--- src/rtl/slot_mem_sequencer_if.sv ---
// CPU-side and SDRAM-side signals of the slot memory sequencer.
// master: the sequencer itself; slave: the CPU/mapper/SDRAM environment.
interface slot_mem_sequencer_if;
    logic        cpu_rd;
    logic [7:0]  cpu_dout;
    logic        ram_cs;
    logic [26:0] mem_addr;
    logic        mem_rnw;
    logic [7:0]  cpu_din;
    logic        cpu_wait;
    logic        sdram_req;
    logic [26:0] sdram_addr;
    logic        sdram_we;
    logic [7:0]  sdram_din;
    logic        sdram_ack;
    logic [7:0]  sdram_dout;
    logic        timeout_err;

    modport master (
        input  cpu_rd, cpu_dout, ram_cs, mem_addr, mem_rnw, sdram_ack, sdram_dout,
        output cpu_din, cpu_wait, sdram_req, sdram_addr, sdram_we, sdram_din, timeout_err
    );

    modport slave (
        output cpu_rd, cpu_dout, ram_cs, mem_addr, mem_rnw, sdram_ack, sdram_dout,
        input  cpu_din, cpu_wait, sdram_req, sdram_addr, sdram_we, sdram_din, timeout_err
    );
endinterface

--- src/rtl/slot_mem_sequencer.sv ---
// Turns each mapper RAM access into exactly one SDRAM request; latency 1 cycle to sdram_req.
// Backpressure: cpu_wait stalls the Z80 until ack/timeout. Option macro: SLOT_MEM_POSTED_WRITE_EN.
module slot_mem_sequencer #(
    parameter int TIMEOUT = 255
) (
    input  logic                   clk,
    input  logic                   reset,
    slot_mem_sequencer_if.master   bus
);

    typedef enum logic {IDLE, REQ} state_t;

    localparam logic [7:0] TIMEOUT_CNT = 8'(TIMEOUT);

    state_t     state;
    logic       served;
    logic       owner_waits;
    logic [7:0] cnt;

    logic       start;
    logic       posted;
    logic [7:0] cnt_inc;
    logic       cnt_hit;

    assign start = bus.ram_cs & ~served & (~bus.mem_rnw | bus.cpu_rd);

`ifdef SLOT_MEM_POSTED_WRITE_EN
    assign posted = ~bus.mem_rnw;
`else
    assign posted = 1'b0;
`endif

    // Saturating count of completed REQ cycles; hit means this is the last allowed one.
    assign cnt_inc = (cnt == 8'hFF) ? cnt : cnt + 8'd1;
    assign cnt_hit = (cnt_inc == TIMEOUT_CNT);

    always_comb begin
        bus.cpu_wait = 1'b0;
        if (state == IDLE)
            bus.cpu_wait = start & ~posted;
        else
            bus.cpu_wait = owner_waits | start;
    end

    always_ff @(posedge clk) begin
        if (reset) begin
            state           <= IDLE;
            served          <= 1'b0;
            owner_waits     <= 1'b0;
            cnt             <= 8'd0;
            bus.sdram_req   <= 1'b0;
            bus.sdram_addr  <= 27'h7FFFFFF;
            bus.sdram_we    <= 1'b0;
            bus.sdram_din   <= 8'h00;
            bus.cpu_din     <= 8'hFF;
            bus.timeout_err <= 1'b0;
        end else begin
            bus.timeout_err <= 1'b0;
            if (!bus.ram_cs)
                served <= 1'b0;

            case (state)
                IDLE: begin
                    if (start) begin
                        served         <= 1'b1;
                        owner_waits    <= ~posted;
                        bus.sdram_addr <= bus.mem_addr;
                        bus.sdram_we   <= ~bus.mem_rnw;
                        bus.sdram_din  <= bus.cpu_dout;
                        bus.sdram_req  <= 1'b1;
                        cnt            <= 8'd0;
                        state          <= REQ;
                    end
                end
                REQ: begin
                    cnt <= cnt_inc;
                    // An ack arriving on the timeout cycle still completes the access.
                    if (bus.sdram_ack) begin
                        bus.sdram_req <= 1'b0;
                        if (!bus.sdram_we)
                            bus.cpu_din <= bus.sdram_dout;
                        state <= IDLE;
                    end else if (cnt_hit) begin
                        bus.sdram_req   <= 1'b0;
                        bus.cpu_din     <= 8'hFF;
                        bus.timeout_err <= 1'b1;
                        state           <= IDLE;
                    end
                end
                default: state <= IDLE;
            endcase
        end
    end

endmodule
--- src/flat_wrapper.sv ---
// flat-port wrapper written by rule: the top's interface ports become plain ports
module slot_mem_sequencer_flat 
#(
    parameter int TIMEOUT = 255
)
  (clk, reset, bus_cpu_rd, bus_cpu_dout, bus_ram_cs, bus_mem_addr, bus_mem_rnw, bus_sdram_ack, bus_sdram_dout, bus_cpu_din, bus_cpu_wait, bus_sdram_req, bus_sdram_addr, bus_sdram_we, bus_sdram_din, bus_timeout_err);
  slot_mem_sequencer_if bus_i ();
  input  logic clk;
  input  logic reset;
  input wire logic [$bits(bus_i.cpu_rd)-1:0] bus_cpu_rd;
  input wire logic [$bits(bus_i.cpu_dout)-1:0] bus_cpu_dout;
  input wire logic [$bits(bus_i.ram_cs)-1:0] bus_ram_cs;
  input wire logic [$bits(bus_i.mem_addr)-1:0] bus_mem_addr;
  input wire logic [$bits(bus_i.mem_rnw)-1:0] bus_mem_rnw;
  input wire logic [$bits(bus_i.sdram_ack)-1:0] bus_sdram_ack;
  input wire logic [$bits(bus_i.sdram_dout)-1:0] bus_sdram_dout;
  output wire logic [$bits(bus_i.cpu_din)-1:0] bus_cpu_din;
  output wire logic [$bits(bus_i.cpu_wait)-1:0] bus_cpu_wait;
  output wire logic [$bits(bus_i.sdram_req)-1:0] bus_sdram_req;
  output wire logic [$bits(bus_i.sdram_addr)-1:0] bus_sdram_addr;
  output wire logic [$bits(bus_i.sdram_we)-1:0] bus_sdram_we;
  output wire logic [$bits(bus_i.sdram_din)-1:0] bus_sdram_din;
  output wire logic [$bits(bus_i.timeout_err)-1:0] bus_timeout_err;
  assign bus_i.cpu_rd = bus_cpu_rd;
  assign bus_i.cpu_dout = bus_cpu_dout;
  assign bus_i.ram_cs = bus_ram_cs;
  assign bus_i.mem_addr = bus_mem_addr;
  assign bus_i.mem_rnw = bus_mem_rnw;
  assign bus_i.sdram_ack = bus_sdram_ack;
  assign bus_i.sdram_dout = bus_sdram_dout;
  assign bus_cpu_din = bus_i.cpu_din;
  assign bus_cpu_wait = bus_i.cpu_wait;
  assign bus_sdram_req = bus_i.sdram_req;
  assign bus_sdram_addr = bus_i.sdram_addr;
  assign bus_sdram_we = bus_i.sdram_we;
  assign bus_sdram_din = bus_i.sdram_din;
  assign bus_timeout_err = bus_i.timeout_err;
  slot_mem_sequencer #(.TIMEOUT(TIMEOUT)) u_core (.clk(clk), .reset(reset), .bus(bus_i));
endmodule
--- config.mk ---
export PLATFORM = sky130hd
export DESIGN_NAME = slot_mem_sequencer_flat
export DESIGN_NICKNAME = d
export VERILOG_FILES = /design/src/rtl/slot_mem_sequencer_if.sv /design/src/rtl/slot_mem_sequencer.sv /design/src/flat_wrapper.sv
export SDC_FILE = /design/constraint.sdc
export NUM_CORES = 1
export LEC_CHECK = 0
export BUFFER_PORTS_ARGS = -buffer_cell sky130_fd_sc_hd__clkbuf_2
export CORE_ASPECT_RATIO = 0.6
export CORE_UTILIZATION = 45
export CTS_CLUSTER_SIZE = 25
export DETAILED_ROUTE_END_ITERATION = 6
export PLACE_DENSITY = 0.83
export RECOVER_POWER = 100
export SLEW_MARGIN = 20
export SYNTH_ARGS = -nofsm -noshare
export SYNTH_HDL_FRONTEND = slang
export SYNTH_SLANG_ARGS = --single-unit
--- constraint.sdc ---
create_clock -name clk -period 2.2 [get_ports clk]
set_input_delay 0.11 -clock clk [delete_from_list [all_inputs] [get_ports clk]]
set_output_delay 0.11 -clock clk [all_outputs]
set_load 0.005 [all_outputs]
==> impl_metrics.csv, run 1 <==
group,metric,value,unit
outcome,status,"finished, final reports clean",
synth,synth_edf_count,0,
timing,fmax,482.4,MHz
clocking,clk_transition_reported_paths,0.07,ns
routing,drt-vias-per-instance,5.164,
critical_path,rr_startpoint,"u_core.cnt[1]",
clocking,insertion_delay,0.33,ns
power,power_density,787.4,mW/mm^2
grt,grt-ovfl-total,0,
critical_path,cp-start-kind,"flop",
critical_path,reg2regPathDepth,7,
grt,grt_max_degree,58,
finish,syn_to_final_growth,47.77,%
grt,track_usage,0.2613,
finish,drive_above_1_share,0.2321,
synth,synth_fp_nets,333,
critical_path,required,2.45,ns
timing,tightest_slew,0.9678,ns
synth,syn_area,0.002333,sq mm
clocking,clockRootBuffer,"clkbuf_8",
synth,synth_cells,283,
timing,setup_tns,0,ns
routing,post_drt_wl_per_cell,13.92,um
hold_path,hold_depth,3,
routing,via_count,2484,
clocking,htreeDepth,3,
grt,grt_pass1_wl,10900,um
synth,ys.flop_type,"dfxtp_1",
routing,finalWirelength,6696,um
clocking,numCtsBuffers,9,
synth,synthDominantCellAreaShare,0.4890,
routing,ant_nets,0,
finish,insertedDiodeCount,0,
hold_path,holdPathEnd,"u_core.served",
timing,worst_clock_skew,0.007988,ns
routing,drt_iter0_drc,165,
grt,antenna_found_initial,0,
critical_path,critPathMaxFanout,8,
clocking,cts_tree,"yes",
synth,yosysMostFrequentCell,"nand2_1",
synth,async_flop_share,0,
synth,yosys_warnings,0,
timing,setup_viol,0,
timing,drv_slew,0,
hold_path,worstHoldStart,"bus_ram_cs",
clocking,cts_setup_buffers,0,
synth,synth_cell_type_count,39,
routing,dr.pass1.iters,4,
run,max_cap_viol_count,0,
power,ir_drop,0.5131,mV
synth,synth_area_leaders,"dfxtp_1, nand2_1, nand3b_1, nor2_1, a21oi_1",
floorplan,start_util,0.4883,
clocking,cts.sinks,57,
placed_design,post-place-ws,0.03294,ns
placed_design,place_congestion,0.9526,
placed_design,portBuffers,95,
critical_path,ff2ff_setup_slack,0.13,ns
floorplan,io_pins,96,
placed_design,hpwl,3819,um
synth,synth_common_cells,"nand2_1, dfxtp_1, nand3b_1",
timing,timing.final.crit_share,0.9423,
floorplan,core_region_area,0.004778,sq mm
timing,min_period,2.073,ns
critical_path,critPathKind,"reg2reg",
floorplan,dieArea,0.005487,sq mm
critical_path,critPathCaptureType,"flop",
power,p_leak,1.523,nW
grt,grt_pass1_vias,2357,
synth,ys_seq_area_frac,0.4890,
floorplan,die_y,57.78,um
timing,rsz0062_at_grt,"false",
clocking,clockBufferDepth,2,
timing,slew_headroom,0.3548,
routing,drc_errors,0,
timing,fin_ws,0.1268,ns
synth,avgSynthCellArea,8.246,sq um
critical_path,worstReg2RegEnd,"u_core.bus.cpu_din[6]",
critical_path,cp.arrival,2.32,ns
timing,hold_viol_final,0,
synth,yosys.area.top_type,"dfxtp_1",
finish,final_nets,463,
floorplan,row_count,19,
synth,ys_ff_latch,57,
floorplan,chipWidth,94.97,um
hold_path,hp-class,"in2reg",
[placed cells by master (no fill, tap or decap), drive strengths merged, types with 2 or more instances in the layout]
| cell | count |
|---|---|
| a21oi | 13 |
| nor4 | 3 |
| dfxtp | 57 |
| nand3b | 28 |
| nand2 | 81 |
| inv | 2 |
| nor2 | 23 |
| clkbuf | 106 |
| o21ai | 5 |
| nor3 | 4 |
| a211oi | 4 |
| dlygate4sd3 | 37 |
| nand4 | 2 |
| nand2b | 4 |
| a31oi | 2 |
| o21bai | 8 |
| clkinv | 2 |
| buf | 4 |
| bufinv | 3 |
| o22ai | 7 |
| clkinvlp | 2 |
| nand3 | 2 |
[critical path, cell delays in order, from the launching register on]
cell and delay [ns]:
dfxtp_1 0.46, ha_4 0.23, nand4_2 0.17, o22a_1 0.30, o41ai_4 0.40, buf_4 0.22, nor2_1 0.06, o21bai_1 0.15
[routing by layer]
| layer | vias to the layer above | global-route usage | routed length (um) |
|---|---|---|---|
| li1 | 1229 | - | - |
| met1 | 1132 | 0.3195 | 3027 |
| met2 | 115 | 0.4275 | 3103 |
| met3 | 8 | 0.08793 | 502 |
| met4 | 0 | 0.1039 | 63 |
| met5 | - | 0 | 0 |
[cell families (layout without fill, tap and decap cells)]
kind of cell               Yosys count  in the layout  synth area share
DFF                                 57             57            0.4890
xor gates and xnor gates             1              1          0.003754
AOI/OAI and AO/OA                   48             48            0.1421
muxes                                2              2          0.009115
adders and majority gates            1              1          0.005361
and+or+nand+nor                    153            153            0.3158
buffers and inverters               21            156           0.03485
[worst max-delay path by stage]
stage / start / to / slack (ns)
4_1_cts: u_core.cnt[0] / u_core.bus.cpu_din[4] / 0.05
3_3_place_gp: u_core.cnt[0] / u_core.bus.cpu_din[7] / 0.16
3_5_place_dp: u_core.cnt[0] / u_core.bus.cpu_din[2] / 0.03
6_report: u_core.cnt[1] / u_core.bus.cpu_din[6] / 0.13
2_1_floorplan: u_core.cnt[0] / u_core.state / 0.21
5_1_grt: u_core.cnt[1] / u_core.bus.cpu_din[4] / 0.03
[metrics by stage]
| step | cell area [sq um] | total power, mW | hold slack [ns] | instances | util |
|---|---|---|---|---|---|
| floorplan | 2333 | 1.350 | 0.1855 | 283 | - |
| global placement | 2874 | 1.506 | 0.3073 | 428 | 0.6015 |
| detailed placement | 2874 | 1.517 | 0.3126 | 428 | 0.6015 |
| CTS | 3490 | 2.747 | 0.003159 | 481 | 0.7303 |
| global route | 3448 | 2.850 | 0.03371 | 481 | 0.7217 |
| finish | 3448 | 2.715 | 0.02671 | 481 | 0.7217 |
[power breakdown]
group / internal (mW) / switching [mW]
clock network: 0.751 / 0.421
registers: 1.11 / 0.0465
logic: 0.191 / 0.198
total: 2.05 / 0.665
[state kept, by name, summed over array words and instances (netlist names)]
register,cells
u_core.state,1
u_core.bus.sdram_addr,27
u_core.cnt,8
u_core.bus.sdram_req,1
u_core.bus.sdram_we,1
u_core.bus.sdram_din,8
u_core.served,1
u_core.owner_waits,1
u_core.bus.timeout_err,1
u_core.bus.cpu_din,8
[repair_timing]
item,in CTS,in global routing
hold buffers,37,0
gates resized for setup,1,2
hold endpoints to repair,37,0
endpoints found under the setup margin,1,8
[layout make-up]
class                      instances  area, sq um
sequential                        57         1142
timing repair buffer             138        853.3
fill                             357         1330
clock inverter                     7        118.9
multi-input combinational        205         1124
inverter                           2        7.507
tap                               63        78.83
clock buffer                       9        123.9
No activity file was read; power rests on OpenSTA's default activity.
==> run 2, diff against run 1 <==
--- a/config.mk
+++ b/config.mk
@@ -6,12 +6,13 @@
 export NUM_CORES = 1
 export LEC_CHECK = 0
 export BUFFER_PORTS_ARGS = -buffer_cell sky130_fd_sc_hd__clkbuf_2
-export CORE_ASPECT_RATIO = 0.6
+export CORE_ASPECT_RATIO = 0.75
 export CORE_UTILIZATION = 45
 export CTS_CLUSTER_SIZE = 25
 export DETAILED_ROUTE_END_ITERATION = 6
 export PLACE_DENSITY = 0.83
 export RECOVER_POWER = 100
+export SKIP_CTS_REPAIR_TIMING = 1
 export SLEW_MARGIN = 20
 export SYNTH_ARGS = -nofsm -noshare
 export SYNTH_HDL_FRONTEND = slang
==> run 2 against run 1 <==
Compared with the run above: the run now ends with hold timing left; wire length fell by 14%; sequential share of layout area rose by 2.4 points; clock skew is 0.0037 ns lower; global-route usage decreased by 5.4 points; worst hold slack worse by 0.033 ns; sequential cell count unchanged; largest cell class unchanged; sequential power is essentially flat; setup slack gained 0.041 ns; count of clock-buffer cells in the layout up 1; first-iteration DRC count shrank 40%.
==> impl_metrics.csv, run 2 (synthesis results as in run 1) <==
group,metric,value,unit
timing,holdWs,-0.006731,ns
critical_path,ff2ff_setup_slack,0.17,ns
routing,ant_nets,0,
finish,finalInstanceArea,0.003216,sq mm
power,p_leak,1.466,nW
power,ir_drop,0.5433,mV
clocking,clk_transition_reported_paths,0.06,ns
routing,drt-vias-per-instance,5.100,
floorplan,io_pins,96,
routing,finalWirelength,5781,um
finish,drive_above_1_share,0.2682,
timing,drv_slew,0,
grt,grt_max_degree,58,
critical_path,critPathMaxFanout,9,
timing,setup_tns,0,ns
critical_path,cp_slowest_cell,"dfxtp_1",
finish,final_nets,446,
timing,min_period,2.032,ns
finish,syn_to_final_growth,37.80,%
hold_path,hold_depth,3,
floorplan,row_count,22,
grt,antenna_found_initial,0,
finish,regMostFlops,"u_core.bus.sdram_addr",
timing,worst_clock_skew,0.004320,ns
routing,drc_errors,0,
routing,via_count,2341,
floorplan,chipWidth,85.15,um
critical_path,cp_top_family,"compound AO/OA/AOI/OAI gates",
critical_path,reg2regPathDepth,7,
clocking,numCtsBuffers,9,
critical_path,critPathCaptureType,"flop",
critical_path,cp.arrival,2.29,ns
routing,drt_iter0_drc,99,
floorplan,start_util,0.4736,
clocking,htreeDepth,3,
timing,timing.final.crit_share,0.9238,
clocking,clockRootBuffer,"clkbuf_8",
placed_design,placed_area,0.002878,sq mm
critical_path,cp-start-kind,"flop",
clocking,cts_tree,"yes",
critical_path,slowest_delay,0.41,ns
timing,fin_ws,0.1676,ns
power,power_density,754.9,mW/mm^2
floorplan,die_y,64.37,um
grt,track_usage,0.2076,
finish,post-route-util,0.6526,
finish,final_cell_mix,"clkbuf_2, nand2_1, dfxtp_1",
critical_path,worstReg2RegEnd,"u_core.bus.cpu_din[3]",
hold_path,holdPathEnd,"u_core.bus.sdram_addr[6]",
placed_design,hpwl,3767,um
placed_design,place_congestion,0.9024,
critical_path,rr_startpoint,"u_core.cnt[1]",
timing,setup_viol,0,
routing,dr.pass1.iters,4,
critical_path,worstPathCellList,"ha_2, nand4_2, o22a_1, o41ai_4, buf_4, nor2_1, o21bai_1",
clocking,clockBufferDepth,2,
run,max_cap_viol_count,0,
clocking,cts.sinks,57,
finish,final_common_cell,"clkbuf_2",
timing,rsz0062_at_grt,"false",
power,total_power,2.427,mW
routing,post_drt_wl_per_cell,12.59,um
timing,fmax,492.0,MHz
floorplan,core_region_area,0.004927,sq mm
critical_path,crit_cells,7,
hold_path,worstHoldStart,"bus_mem_addr[6]",
critical_path,critPathKind,"reg2reg",
placed_design,portBuffers,95,
finish,largest_reg_flops,27,
critical_path,required,2.46,ns
finish,insertedDiodeCount,0,
timing,slew_headroom,0.3441,
clocking,insertion_delay,0.33,ns
floorplan,dieArea,0.005481,sq mm
grt,grt_pass1_vias,1979,
hold_path,hp-class,"in2reg",
outcome,violations,"hold timing",
timing,tightest_slew,0.9838,ns
grt,grt_pass1_wl,8859,um
grt,grt-ovfl-total,0,
timing,hold_viol_final,7,
placed_design,post-place-ws,0.1345,ns
outcome,status,"finished with violations",
critical_path,worst-path-buf-inv,1,
run 2: final cells by class:
cell class,instances,area [sq um]
fill,424,1712
sequential,57,1141
multi-input combinational,205,1121
timing repair buffer,121,688.2
clock buffer,10,137.6
tap,60,75.07
clock inverter,4,45.04
inverter,2,7.507
run 2: worst max path at each step:
stage	end	start
4_1_cts	u_core.bus.sdram_req	u_core.cnt[1]
2_1_floorplan	u_core.state	u_core.cnt[0]
3_3_place_gp	u_core.bus.sdram_req	u_core.cnt[1]
5_1_grt	u_core.bus.cpu_din[6]	u_core.cnt[1]
3_5_place_dp	u_core.bus.sdram_req	u_core.cnt[1]
6_report	u_core.bus.cpu_din[3]	u_core.cnt[1]
run 2: metal layers:
| layer | routed length, um | GRT usage | part of all wire | vias up |
|---|---|---|---|---|
| li1 | - | - | - | 1190 |
| met5 | 0 | 0 | 0 | - |
| met1 | 2650 | 0.2526 | 0.46 | 1057 |
| met2 | 2674 | 0.3357 | 0.46 | 83 |
| met3 | 358 | 0.08010 | 0.062 | 11 |
| met4 | 97 | 0.07203 | 0.017 | 0 |
run 2: tightest hold or removal path, delay by kind of cell:
kind	cells	cell delay, ns
AND/OR/NAND/NOR	2	0.11
buffers and inverters	1	0.07
run 2: report_power, final:
| group | switching [mW] | internal, mW | total, mW | leakage, nW |
|---|---|---|---|---|
| logic | 0.187 | 0.174 | 0.362 | 0.899 |
| clock network | 0.385 | 0.534 | 0.919 | 0.0978 |
| registers | 0.0394 | 1.11 | 1.15 | 0.469 |
run 2: through the flow:
stage | cells | hold WS, ns
after floorplan | 283 | 0.1855
after global routing | 459 | 0.002420
after detailed placement | 427 | 0.3250
final | 459 | -0.006731
after global placement | 427 | 0.3137
after CTS | 441 | -0.03518
